### src/rtl/dm_store_buffer.sv
// Posted-write store buffer between the M-stage store path and the DM write port.
// Optional STBUF_MERGE_EN: full-word stores to the youngest entry's word are merged in place.
module dm_store_buffer #(
  parameter int DEPTH = 4,
  parameter int CNT_W = 3
) (
  input  logic             clk,
  input  logic             reset,
  input  logic             st_valid,
  output logic             st_ready,
  input  logic [31:0]      st_addr,
  input  logic [3:0]       st_be,
  input  logic [31:0]      st_wd,
  input  logic [31:0]      st_pc8,
  input  logic             ld_valid,
  input  logic [31:0]      ld_addr,
  output logic             ld_stall,
  output logic [31:0]      dm_addr,
  output logic [3:0]       dm_be,
  output logic [31:0]      dm_wd,
  output logic             dm_write,
  output logic [31:0]      dm_pc8,
  output logic [CNT_W-1:0] count,
  output logic             empty,
  output logic             full
);

  localparam int PTR_W = (DEPTH > 1) ? $clog2(DEPTH) : 1;

  logic [31:0]      r_addr [DEPTH];
  logic [3:0]       r_be   [DEPTH];
  logic [31:0]      r_wd   [DEPTH];
  logic [31:0]      r_pc8  [DEPTH];
  logic [DEPTH-1:0] r_valid;
  logic [PTR_W-1:0] r_head;
  logic [PTR_W-1:0] r_tail;
  logic [CNT_W-1:0] r_count;

  logic             w_hit;
  logic             w_merge_ok;
  logic             w_merge;
  logic             w_push;
  logic             w_pop;
  logic [PTR_W-1:0] w_wr_idx;

  // Word-granular hazard check against registered entries only
  always_comb begin
    w_hit = 1'b0;
    for (int i = 0; i < DEPTH; i++) begin
      if (r_valid[i] && (r_addr[i][31:2] == ld_addr[31:2])) w_hit = 1'b1;
    end
  end

  assign empty    = (r_count == '0);
  assign full     = (r_count == CNT_W'(DEPTH));
  assign count    = r_count;
  assign ld_stall = ld_valid && w_hit;
  assign dm_write = !empty && (!ld_valid || ld_stall);

`ifdef STBUF_MERGE_EN
  logic [PTR_W-1:0] w_young;
  assign w_young    = r_tail - PTR_W'(1);
  // The head may not be rewritten while it is being handed to DM
  assign w_merge_ok = !empty && (st_be == 4'hF) &&
                      (r_addr[w_young][31:2] == st_addr[31:2]) &&
                      !(dm_write && (w_young == r_head));
  assign w_wr_idx   = w_merge ? w_young : r_tail;
`else
  assign w_merge_ok = 1'b0;
  assign w_wr_idx   = r_tail;
`endif

  assign st_ready = !full || w_merge_ok;
  assign w_merge  = st_valid && w_merge_ok;
  assign w_push   = st_valid && st_ready && !w_merge;
  assign w_pop    = dm_write;

  assign dm_addr = dm_write ? r_addr[r_head] : ld_addr;
  assign dm_be   = dm_write ? r_be[r_head]   : 4'h0;
  assign dm_wd   = dm_write ? r_wd[r_head]   : 32'h0;
  assign dm_pc8  = dm_write ? r_pc8[r_head]  : 32'h0;

  // Payload storage needs no reset; validity is tracked separately
  always_ff @(posedge clk) begin
    if (w_push || w_merge) begin
      r_addr[w_wr_idx] <= st_addr;
      r_be[w_wr_idx]   <= st_be;
      r_wd[w_wr_idx]   <= st_wd;
      r_pc8[w_wr_idx]  <= st_pc8;
    end
  end

  always_ff @(posedge clk or negedge reset) begin
    if (!reset) begin
      r_head  <= '0;
      r_tail  <= '0;
      r_count <= '0;
      r_valid <= '0;
    end else begin
      if (w_pop) begin
        r_valid[r_head] <= 1'b0;
        r_head          <= r_head + PTR_W'(1);
      end
      if (w_push) begin
        r_valid[r_tail] <= 1'b1;
        r_tail          <= r_tail + PTR_W'(1);
      end
      case ({w_push, w_pop})
        2'b10:   r_count <= r_count + CNT_W'(1);
        2'b01:   r_count <= r_count - CNT_W'(1);
        default: r_count <= r_count;
      endcase
    end
  end

endmodule
### config.mk
export PLATFORM = sky130hd
export DESIGN_NAME = dm_store_buffer
export DESIGN_NICKNAME = d
export VERILOG_FILES = /design/src/rtl/dm_store_buffer.sv
export SDC_FILE = /design/constraint.sdc
export NUM_CORES = 1
export LEC_CHECK = 0
export ABC_CLOCK_PERIOD_IN_PS = 3600
export CAP_MARGIN = 15
export CORE_MARGIN = 2
export CORE_UTILIZATION = 25
export DETAILED_ROUTE_END_ITERATION = 10
export SETUP_SLACK_MARGIN = 0.2
export SLEW_MARGIN = 20
export SYNTH_ARGS = -nofsm -noshare
export SYNTH_HDL_FRONTEND = slang
export SYNTH_SLANG_ARGS = --single-unit
### constraint.sdc
create_clock -name clk -period 3.6 [get_ports clk]
set_input_delay 0.72 -clock clk [delete_from_list [all_inputs] [get_ports clk]]
set_output_delay 0.72 -clock clk [all_outputs]
set_load 0.05 [all_outputs]
==> results.cfg <==
[place]
hpwl_after_detailed_placement_mm = 29.0
port_buffers = 243
post_dp_cell_area_um2 = 21900
place.detailed.instances = 2056
place_congestion = 0.809

[routing]
antenna_violating_nets_post_route = 0
dr_wl_met3_mm = 3.66
first_iter_violations = 584
wire_per_inst_um = 21.2
routed.top_layer = met5
detail_route.wirelength.met1_mm = 18.0
post_drt_via_cell_ratio = 4.28
drc = 0
route.final.wire_length_mm = 45.6
met2_wirelength_mm = 22.6
vias = 9206
drt_first_pass_iters = 4

[timing]
worst_slew_margin_rel_pct = 45.3
timing.hold.ws_ns = 0.524
min_period_over_period_pct = 108
rsz0062_at_grt = true
endpoints_failing_setup = 101
layout_min_cycle_time_ns = 3.87
timing_worst_slew_pin_value_ns = 0.820
max_clock_freq_mhz = 258
fin_worst_skew_ns = 0.0207
report.final.hold_viol_count = 0
timing.final.ws_setup_ns = -0.274
slew_violations = 0

[floorplanning]
num_io_pins = 244
fp.dieH_um = 268
core_um2 = 68700
fp.dieW_um = 268
die_area_um2 = 71600
std_cell_rows = 96
initial_core_util_pct = 25.3

[finish]
num-nets-final = 1335
insertedDiodeCount = 0
multi_input_gate_area_in_the_final_layout_um2 = 5350
drive_gt1_share_pct = 41.2
final-instance-count-excl-fill = 2153
fill_cells = 6478
area_growth_syn_to_layout_pct = 41.1
finish.utilization_pct = 35.7
finish.instance_area_um2 = 24500
register_cell_area_after_layout_um2 = 12300

[clock_tree]
clock_tree.root_cell = sky130_fd_sc_hd__clkbuf_16
cts_tree = built
cts_num_sinks = 411
insertion_delay_to_the_later_sink_of_the_worst_skew_pair_ns = 0.57
clock_tree.buffer_depth = 3
cts_buffers = 46
cts.htree.levels = 2
clock_slew_seen_by_the_registers_of_the_worst_setup_and_hold_paths_ns = 0.06

[hold_path]
hold_class = reg2reg

[logic_synthesis]
synth_compound_gate_area_share_pct = 0.482
synth_top_family_by_area = multiplexers
yosys.area_share.adder_pct = 0.763
post_synth_num_cell_types = 28
synth_area_um2 = 17400
yosys-mux-area-fraction_pct = 15.2
postSynthAreaPerCell_um2 = 19.6
synth-simple-area-share_pct = 4.20
yosys_warnings = 0
yosys.area_share.xor_xnor_pct = 6.30
postSynthNetCount = 1035
synth-seq-cells = 411
synthCells = 889
synth_sequential_area_ratio_pct = 70.7

[worst_setup_path]
critical_path.max_fanout = 5
critical_path.endpoint_type = output pin
timing_worst_setup_path_type = in2out
crit_arrival_ns = 3.15
timing.reg2reg.setup_slack_ns = 0.29
crit_chain = dlygate4sd2_1, xnor2_1, buf_4, nand4_1, nor4_2, a22oi_2, a31oi_4, buf_6, clkbuf_16, mux2_4, buf_6
crit_family = buffers and inverters
cp_data_required_time_ns = 2.88
critical_path_buf_inv_count = 5
crit_path_frequent_cell = sky130_fd_sc_hd__buf_6
cp_slowest_stage_delay_ns = 0.38
timing.critical_path.from_type = primary input
worst_path_cell_with_the_longest_stage_delay = sky130_fd_sc_hd__nor4_2

[global_route]
grt_usage_pct = 12.4
grt_first_pass_wirelength_mm = 65.1
grt_start_max_net_pins = 81
antenna_found_initial = 5
via_count_of_the_first_global_routing_pass = 9968
grt_overflow = 0

[run_status]
violated_checks = negative setup slack
run_status = complete, but fails checks

[power_and_ir_drop]
leakagePower_nw = 8.27
total_power_consumption_of_the_routed_design_mw = 20.4
worst_ir_drop_vdd_mv = 0.491
power-per-cell-area_nw_per_um2 = 833

[run]
drv.max_cap_violation_count = 0
## layout by cell type (no fill, tap or decap), types with 23 or more instances in the layout
master,n
sky130_fd_sc_hd__edfxtp_1,400
sky130_fd_sc_hd__clkdlybuf4s50_1,111
sky130_fd_sc_hd__mux4_2,100
sky130_fd_sc_hd__xnor2_1,89
sky130_fd_sc_hd__buf_12,83
sky130_fd_sc_hd__and2_4,68
sky130_fd_sc_hd__clkbuf_16,51
sky130_fd_sc_hd__buf_4,37
sky130_fd_sc_hd__buf_6,31
sky130_fd_sc_hd__xnor2_2,29
sky130_fd_sc_hd__nand4_1,28
sky130_fd_sc_hd__dlygate4sd2_1,26
sky130_fd_sc_hd__mux2_4,23
## area by class of cell
cell class | count | share of cell area, %
clock buffers | 55 | 4.92
clock inverters | 26 | 1.33
inverters | 14 | 0.275
multi-input cells | 400 | 21.8
flip-flops and latches | 411 | 50.1
well taps | 931 | 4.75
repair buffers | 316 | 16.8
## synth_stat cells
cell,instances,area [um2]
sky130_fd_sc_hd__ha_1,9,113
sky130_fd_sc_hd__mux2_2,30,338
sky130_fd_sc_hd__nand3_1,6,30.0
sky130_fd_sc_hd__nor4_1,8,50.1
sky130_fd_sc_hd__nand4_1,28,175
sky130_fd_sc_hd__edfxtp_1,400,12000
sky130_fd_sc_hd__xor2_1,2,17.5
sky130_fd_sc_hd__xnor2_1,123,1080
sky130_fd_sc_hd__a41oi_1,4,35.0
sky130_fd_sc_hd__buf_1,1,3.75
sky130_fd_sc_hd__mux2_1,3,33.8
sky130_fd_sc_hd__buf_8,1,15.0
sky130_fd_sc_hd__buf_2,31,155
sky130_fd_sc_hd__mux4_2,100,2250
sky130_fd_sc_hd__and2_1,69,432
sky130_fd_sc_hd__a21boi_0,1,7.51
sky130_fd_sc_hd__o21ai_0,1,5.00
sky130_fd_sc_hd__a22oi_1,2,15.0
sky130_fd_sc_hd__nand2_1,5,18.8
sky130_fd_sc_hd__clkbuf_1,21,78.8
sky130_fd_sc_hd__buf_6,10,113
sky130_fd_sc_hd__a31oi_4,1,21.3
sky130_fd_sc_hd__nor2_1,5,18.8
sky130_fd_sc_hd__dfrtp_1,11,275
sky130_fd_sc_hd__fa_1,1,20.0
sky130_fd_sc_hd__mux2i_1,1,10.0
sky130_fd_sc_hd__or3_1,1,6.26
sky130_fd_sc_hd__inv_1,14,52.6
## metrics by stage
stage                     TNS [ns]  setup WS (ns)
after global routing        -32.73         -0.359
after global placement      -71.60         -0.767
after detailed placement    -73.75         -0.773
after floorplan                  0          0.217
final                       -22.75         -0.274
after CTS                   -23.25         -0.290
## per-layer routing
metal  GRT usage, %  vias up
met4           3.50       10
met2           21.1      275
met1           15.0     4750
li1               -     4093
met5              0        -
met3           4.16       78
## final timing paths
path	from	endpoint	depth (start not counted)
setup reg to reg	r_addr[3][31]	count[2]	16
min in group asynchronous	reset	r_tail[1]	1
hold reg to reg	count[2]	count[2]	1
hold / removal	count[2]	count[2]	1
setup / recovery	ld_addr[31]	dm_addr[14]	11
max in group asynchronous	reset	r_head[0]	1
## registers in the layout, indices dropped and copies added, names as in the netlist
signal and count:
r_addr 128, r_tail 2, r_valid 4, count 3, r_head 2, r_be 16, r_pc8 128, r_wd 128
## timing repair
item / in CTS / in global routing
setup endpoints to repair: 104 / 103
gates resized for setup: 205 / 47
gates cloned: 3 / 5
buffers inserted: 7 / 1
pin swaps: 22 / 14
hold buffers: 0 / 0
## kinds of logic (layout without fill, tap and decap cells)
group | after synthesis | in the layout
multiplexers | 134 | 134
AO/OA/AOI/OAI | 9 | 9
AND/OR/NAND/NOR | 122 | 122
flip-flops | 411 | 411
XOR/XNOR | 125 | 125
adder cells (fa/ha/maj) | 10 | 10
buffers and inverters | 78 | 411
## power breakdown
part / total, mW / internal (mW) / switching [mW]
clock network: 4.75 / 2.89 / 1.86
logic: 8.88 / 4.27 / 4.62
registers: 6.81 / 6.33 / 0.475
Note: power is estimated with default switching activity, not from simulation.
